<file path="src/rtl/sha256_msg_schedule_pkg.sv">
// Shared SHA-256 definitions for the message-schedule slice: word width,
// round count, schedule FSM states and the round-index type.
package sha256_msg_schedule_pkg;
   localparam int SHA_WORD_W = 32;
   localparam int SHA_ROUNDS = 64;

   typedef enum logic {
      LOAD = 1'b0,
      EMIT = 1'b1
   } state_t;

   typedef logic [5:0]            idx_t;
   typedef logic [SHA_WORD_W-1:0] word_t;
endpackage

</file>
<file path="src/rtl/sha256_msg_schedule_if.sv">
// Message-word input stream and W-word output stream of the schedule block.
// master = schedule block side, slave = block-assembly / round-core side.
interface sha256_msg_schedule_if;
   import sha256_msg_schedule_pkg::*;

   logic  in_valid;
   logic  in_ready;
   word_t in_word;
   logic  w_valid;
   logic  w_ready;
   word_t w_word;
   idx_t  w_index;

   modport master (
      input  in_valid, in_word, w_ready,
      output in_ready, w_valid, w_word, w_index
   );

   modport slave (
      output in_valid, in_word, w_ready,
      input  in_ready, w_valid, w_word, w_index
   );
endinterface

</file>
<file path="src/rtl/sha256_sigma0.sv">
// SHA-256 small sigma0: rotr7 ^ rotr18 ^ shr3, purely combinational.
module sha256_sigma0
   import sha256_msg_schedule_pkg::*;
(
   input  word_t i_x,
   output word_t o_y
);
   assign o_y = {i_x[6:0], i_x[31:7]} ^ {i_x[17:0], i_x[31:18]} ^ (i_x >> 3);
endmodule

</file>
<file path="src/rtl/sha256_sigma1.sv">
// SHA-256 small sigma1: rotr17 ^ rotr19 ^ shr10, purely combinational.
module sha256_sigma1
   import sha256_msg_schedule_pkg::*;
(
   input  word_t i_x,
   output word_t o_y
);
   assign o_y = {i_x[16:0], i_x[31:17]} ^ {i_x[18:0], i_x[31:19]} ^ (i_x >> 10);
endmodule

</file>
<file path="src/rtl/sha256_msg_schedule.sv">
// SHA-256 message schedule: loads 16 message words into a sliding window, then
// streams W[0..ROUNDS-1] while expanding W[t+16] in place behind each emitted word.
module sha256_msg_schedule
   import sha256_msg_schedule_pkg::*;
#(
   parameter int ROUNDS = SHA_ROUNDS,
   parameter int WORD_W = SHA_WORD_W
) (
   input  logic                  clk,
   input  logic                  rst,
   input  logic                  clear,
   sha256_msg_schedule_if.master bus,
   output logic                  done
);
   state_t            r_state;
   logic [3:0]        r_lcnt;
   idx_t              r_t;
   logic [WORD_W-1:0] r_win [16];
   logic              r_done;

   word_t             w_s0;
   word_t             w_s1;
   logic [WORD_W-1:0] w_next;
   logic              w_in_hs;
   logic              w_out_hs;

   sha256_sigma0 u_sigma0 (.i_x(r_win[1]),  .o_y(w_s0));
   sha256_sigma1 u_sigma1 (.i_x(r_win[14]), .o_y(w_s1));

   // W[t+16] from the window that currently holds W[t]..W[t+15]
   assign w_next   = w_s1 + r_win[9] + w_s0 + r_win[0];
   assign w_in_hs  = (r_state == LOAD) && bus.in_valid;
   assign w_out_hs = (r_state == EMIT) && bus.w_ready;

   assign bus.in_ready = (r_state == LOAD);
   assign bus.w_valid  = (r_state == EMIT);
   assign bus.w_word   = r_win[0];
   assign bus.w_index  = r_t;
   assign done         = r_done;

   always_ff @(posedge clk or posedge rst) begin
      if (rst) begin
         r_state <= LOAD;
         r_lcnt  <= '0;
         r_t     <= '0;
         r_done  <= 1'b0;
         for (int i = 0; i < 16; i++) r_win[i] <= '0;
      end else begin
         r_done <= 1'b0;
         // clear outranks both handshakes; the window is left as-is
         if (clear) begin
            r_state <= LOAD;
            r_lcnt  <= '0;
            r_t     <= '0;
         end else if (w_in_hs) begin
            for (int i = 0; i < 15; i++) r_win[i] <= r_win[i+1];
            r_win[15] <= bus.in_word;
            r_lcnt    <= r_lcnt + 4'd1;
            if (r_lcnt == 4'd15) begin
               r_state <= EMIT;
               r_t     <= '0;
            end
         end else if (w_out_hs) begin
            for (int i = 0; i < 15; i++) r_win[i] <= r_win[i+1];
            r_win[15] <= w_next;
            if (r_t == idx_t'(ROUNDS - 1)) begin
               r_state <= LOAD;
               r_t     <= '0;
               r_done  <= 1'b1;
            end else begin
               r_t <= r_t + 6'd1;
            end
         end
      end
   end
endmodule

</file>
<file path="src/flat_wrapper.sv">
// flat-port wrapper written by rule: the top's interface ports become plain ports
module sha256_msg_schedule_flat import sha256_msg_schedule_pkg::*;
#(
   parameter int ROUNDS = SHA_ROUNDS,
   parameter int WORD_W = SHA_WORD_W
)
  (clk, rst, clear, done, bus_in_valid, bus_in_word, bus_w_ready, bus_in_ready, bus_w_valid, bus_w_word, bus_w_index);
  sha256_msg_schedule_if bus_i ();
  input  logic clk;
  input  logic rst;
  input  logic clear;
  output logic done;
  input wire logic [$bits(bus_i.in_valid)-1:0] bus_in_valid;
  input wire logic [$bits(bus_i.in_word)-1:0] bus_in_word;
  input wire logic [$bits(bus_i.w_ready)-1:0] bus_w_ready;
  output wire logic [$bits(bus_i.in_ready)-1:0] bus_in_ready;
  output wire logic [$bits(bus_i.w_valid)-1:0] bus_w_valid;
  output wire logic [$bits(bus_i.w_word)-1:0] bus_w_word;
  output wire logic [$bits(bus_i.w_index)-1:0] bus_w_index;
  assign bus_i.in_valid = bus_in_valid;
  assign bus_i.in_word = bus_in_word;
  assign bus_i.w_ready = bus_w_ready;
  assign bus_in_ready = bus_i.in_ready;
  assign bus_w_valid = bus_i.w_valid;
  assign bus_w_word = bus_i.w_word;
  assign bus_w_index = bus_i.w_index;
  sha256_msg_schedule #(.ROUNDS(ROUNDS), .WORD_W(WORD_W)) u_core (.clk(clk), .rst(rst), .clear(clear), .bus(bus_i), .done(done));
endmodule
</file>
<file path="config.mk">
export PLATFORM = sky130hd
export DESIGN_NAME = sha256_msg_schedule_flat
export DESIGN_NICKNAME = d
export VERILOG_FILES = /design/src/rtl/sha256_msg_schedule_pkg.sv /design/src/rtl/sha256_msg_schedule_if.sv /design/src/rtl/sha256_sigma0.sv /design/src/rtl/sha256_sigma1.sv /design/src/rtl/sha256_msg_schedule.sv /design/src/flat_wrapper.sv
export SDC_FILE = /design/constraint.sdc
export NUM_CORES = 2
export LEC_CHECK = 0
export ABC_AREA = 1
export CORE_UTILIZATION = 50
export CTS_CLUSTER_SIZE = 40
export DETAILED_ROUTE_END_ITERATION = 10
export PLACE_DENSITY = 0.67
export SLEW_MARGIN = 15
export SYNTH_ARGS = -nofsm -noshare
export SYNTH_HDL_FRONTEND = slang
export SYNTH_SLANG_ARGS = --single-unit
</file>
<file path="constraint.sdc">
create_clock -name clk -period 26.1 [get_ports clk]
set_clock_uncertainty 0.05 [all_clocks]
set_input_delay 5.22 -clock clk [delete_from_list [all_inputs] [get_ports clk]]
set_output_delay 5.22 -clock clk [all_outputs]
set_load 0.1 [all_outputs]
</file>
**Word level (Yosys, flattened, before mapping)**

Cells that the tools add are included.
W data, S select, Z words.

- Register bits after elaboration: 524
- Input bits: 37

- Add/subtract/negate cells: 5
- Equal/unequal tests: 3
- Muxes and demuxes: 18
- Bitwise logic cells: 6
- Reductions and logical operators: 9

Operators with widths:

| operator | count |
|---|---|
| $mux W512 | 2 |
| $add A32 B32 Y32 | 3 |
| $xor A32 B32 Y32 | 2 |
| $xor A32 B22 Y32 | 1 |
| $xor A32 B29 Y32 | 1 |
| $mux W6 | 5 |
| $mux W1 | 9 |
| $mux W4 | 2 |
| $add A6 B1 Y6 const B | 1 |
| $eq A6 B6 Y1 const B | 1 |
| $reduce_bool A3 Y1 | 2 |
| $add A4 B1 Y4 const B | 1 |
| $eq A4 B4 Y1 const B | 1 |
| $reduce_and A2 Y1 | 2 |
| $reduce_bool A2 Y1 | 2 |
| $ne A3 B3 Y1 const B | 1 |
| $reduce_and A3 Y1 | 1 |
| $logic_and A1 B1 Y1 | 2 |
| $not A1 Y1 | 2 |

**Depth between registers and ports, before layout**

- Word-level depth: 7
- Gate-level depth with buffers: 22
- Gate-level depth less buffers: 21

**Cells and area by module**

Synthesis repeated with hierarchy kept, for this count alone.

- Cells, all modules: 3330
- Area, all modules: 25824.8 sq um

Modules (own cells, without submodules):

| module | times used | cells each | area each (sq um) | seq. area each (sq um) |
|---|---|---|---|---|
| sha256_msg_schedule | 1 | 2948 | 24262.0 | 13112.6 |
| sha256_sigma0 | 1 | 209 | 835.8 | 0.0 |
| sha256_sigma1 | 1 | 173 | 726.9 | 0.0 |

**Worst setup path after synthesis**

OpenSTA, ideal clock, no wires.

- Kind: reg2out
- Start: reg u_core.r_state (netlist: u_core.bus.w_valid)
- End: out bus_in_ready
- Arrival time: 1.422 ns
- Data required time: 20.830 ns
- Slack: 19.408 ns
- Stages on the path, launching flop included: 2
- Path buffers: 0
- Cells stage by stage: dfrtp_1 inv_2

- Cells in the longest elaborated chain, start to end: 1

Ends and longest elaborated chain:

| item | RTL line | source |
|---|---|---|
| start: declaration | sha256_msg_schedule.sv:15 | `state_t r_state;` |
| start signal: assignment | sha256_msg_schedule.sv:43 | `r_state <= LOAD;` |
| start signal: assignment | sha256_msg_schedule.sv:52 | `r_state <= LOAD;` |
| start signal: assignment | sha256_msg_schedule.sv:60 | `r_state <= EMIT;` |
| $not A1 Y1 | sha256_msg_schedule.sv:35 | `assign bus.in_ready = (r_state == LOAD);` |
| end: declaration | flat_wrapper.sv:16 | `output wire logic [$bits(bus_i.in_ready)-1:0] bus_in_ready;` |

No other way between the ends.

**Worst setup path in the final report**

- Start: in bus_in_valid
- End: reg u_core.r_win[236] (netlist bit)

- Cells in the longest elaborated chain, start to end: 3
- Elaborated cells on any way between the ends: 4

Ends and longest elaborated chain:

| item | RTL line | source |
|---|---|---|
| start: declaration | flat_wrapper.sv:13 | `input wire logic [$bits(bus_i.in_valid)-1:0] bus_in_valid;` |
| $logic_and A1 B1 Y1 (*) | sha256_msg_schedule.sv:32 | `assign w_in_hs = (r_state == LOAD) && bus.in_valid;` |
| $reduce_bool A2 Y1 (no source line) | -- |  |
| $reduce_and A2 Y1 (no source line) | -- |  |
| end: declaration | sha256_msg_schedule.sv:18 | `logic [WORD_W-1:0] r_win [16];` |

Mark *: on every way between the ends. The rest lies on a longest branch, timed or not.
A chain may end at the register's enable or synchronous reset.

==> impl_results.md <==
* Area Growth Syn to Fin at 9.86%
* Layout cells sized above 1 at 3.47%
* Max clock buf depth at 3
* Final hold vios at 0
* Filler instances at 4674
* Clock sinks at around 520
* Tmin final at about 9000 ps
* WP data arrival at between 9000 and 10000 ps
* Critical Path Fanout Max at ~240
* Post-Syn Area at 0.0255 mm2
* Crit end category: flop
* Height of the die at 228 um
* Critical Setup Path Class: in2reg
* Worst Hold Endpoint: u_core.r_win[349]
* DIE AREA at about 0.052 mm2
* Grt ovf at 0
* Reg-to-reg startpoint: u_core.bus.w_valid
* Fin crit share at 35.4%
* Storage element area at between 0.01 and 0.015 mm2
* R2R depth at 9
* Post-synthesis sequential area ratio at 51.4%
* Synth Area per Inst at between 8 and 9 um2
* CTS Buf Count at 54
* First-pass GRT wire length at 102000 um
* CP cell instances: clkdlybuf4s50_1 -> nand2_4 -> nor2_4 -> inv_2 -> nand2_8 -> inv_8 -> buf_12 -> buf_4 -> o21ai_0
* Slowest stage delay, CP at approximately 900 ps
* Most common cell after layout, fill and taps aside: nand2_1
* WP data required at 26500 ps
* Number of global-route vias before repair at 18200
* CP top delay family: buffers and inverters
* Mapped Cells at slightly above 3000
* Final ANT Viol Nets at 0
* RR Endpoint: u_core.r_win[236]
* Hold path startpoint: u_core.r_win[349]
* Ports at between 70 and 80
* Initial Util at between 50% and 60%
* Post-synth ARST share at 100%
* DP Wirelength at ~45000 um
* Post-synth top flop: dfrtp_1
* Unique masters post-synth at 33
* Post-synth EDFFs at 0
* Largest cells by area after synthesis: dfrtp_1 51%, nand2_1 21%, inv_1 5.4%
* Area of the multi-input gates at between 0.01 and 0.015 mm2
* Worst hold path class: reg2reg
* Drt wl/cell at 16.8 um
* RePlAce Congestion at around 0.94
* Setup TNS at 0 ps
* Cts repair resizes at 0
* Slew margin rel. at a little over a fifth
* Slew Viols, Final at 0
* Antenna cells at 0
* Post-layout nets at 3203
* YS warnings at 0
* Worst path bufs/invs at 5
* Worst slew pin tran at approximately 1200 ps
* CP max stage cell: buf_4
* H-tree depth at 2
* Max Cap Viol at 0
* CP startpoint kind: input pin
* Clk root buf: clkbuf_16
* 1st-pass router iterations at 6
* Max Freq at between 0.1 and 0.15 GHz
* DR DRC count at 0
* CTS Hold Buffers Added at 0
* Clock latency on the worst-skew pair at 610 ps
* Unrepaired setup endpoints after global routing: no
* Die X at between 200 and 250 um
* Initial antenna violation count at 0
* Setup Viol. Count Final at 0
* Worst R2R Setup Slack at 21480 ps
* # rows at just over 80
* Post-synth top area share at 51.4%
* Cell taking the most area after synthesis: dfrtp_1
* CORE AREA at approximately 0.050 mm2
* Clock transition at the registers of the reported paths at approximately 60 ps
* Syn nets at 3238
* Number of DRC markers in iteration 0 at 1730
* Hold Path Depth at 2
* Post-CTS Setup Bufs at 0
* Vias/cell at between 4 and 5
* Flops & latches, synth at ~520
* Critical path origin: bus_in_valid
* All-Layer GR Usage at roughly 25%
* IO buf count at 77
* Total Wirelength at 63500 um
* Pin count of the biggest net entering global routing at roughly 240
* Status: completed
* Most frequent cells in the layout: 1398 x nand2_1, 524 x dfrtp_1, 368 x inv_1
* CTS tree: done
* Routed vias at about 19000
-- kinds of logic after synthesis --
group / synth area share, %
compound gates: 5.04
xor+xnor: 4.33
fa+ha+maj: 6.49
buf+inv: 9.39
flops: 51.4
simple gates: 23.3
-- per-stage QoR --
step / worst slack [ps] / util, % / area (um2) / cells / hold slack [ps]
CTS: 16840 / 55.7 / 28000 / 3783 / 420
global placement: 16340 / 52.2 / 26300 / 3687 / 403
floorplan: 6190 / - / 25500 / 3106 / 383
detailed placement: 16210 / 52.2 / 26300 / 3687 / 404
finish: 16870 / 55.7 / 28000 / 3783 / 418
global route: 16420 / 55.7 / 28000 / 3783 / 436
-- how the worst max path moves through the flow --
| stage | slack (ps) | cells after the start | endpoint |
|---|---|---|---|
| global route | 16420 | 10 | u_core.r_win[238] |
| finish | 16870 | 9 | u_core.r_win[236] |
| CTS | 16840 | 10 | u_core.r_win[233] |
| floorplan | 6190 | 1 | u_core.bus.w_index[0] |
| detailed placement | 16210 | 10 | u_core.r_win[233] |
| global placement | 16340 | 9 | u_core.r_win[237] |
-- worst min-delay path: cells and delay by family, from the launching register on --
family / cells / cell delay (ps)
AND/OR/NAND/NOR: 2 / 100
flip-flops: 1 / 340
-- synthesized netlist by cell type, types with 2 or more instances --
library cell,n
nand2_1,1398
dfrtp_1,524
inv_1,369
o21ai_0,158
nor2_1,95
buf_2,75
xor2_1,73
fa_1,62
buf_4,59
xnor2_1,53
a21oi_1,46
nand3_1,45
clkbuf_1,41
o21ai_1,39
ha_1,33
nor3_1,6
inv_2,5
nand4_1,5
and2_1,4
a31oi_1,2
buf_1,2
-- metal layers --
layer  up-vias  GRT usage [%]  wire length, um  share of wire [%]
met5         -              0                0                  0
met4         0           5.62             1170                1.8
met3        79           4.40             3760                5.9
met2       409           39.0            29200                 46
met1      9168           36.6            29400                 46
li1       9165              -                -                  -
-- sequential cells by signal (all words and copies together), names as in the netlist --
register / cells
u_core.done: 1
u_core.r_lcnt: 4
u_core.bus.w_word: 32
u_core.bus.w_index: 6
u_core.bus.w_valid: 1
u_core.r_win: 480
-- area by class of cell --
cell class              count  share of cell area (%)
repair buffers             87                    3.11
clock inverters            19                   0.590
flip-flops and latches    524                    46.8
inverters                 374                    5.06
multi-input cells        2030                    35.7
clock buffers              77                    5.71
well taps                 672                    3.00
Power is left out: the tool's default activity adds up to more than one toggle a clock period on the data nets, which glitch-free logic cannot reach.
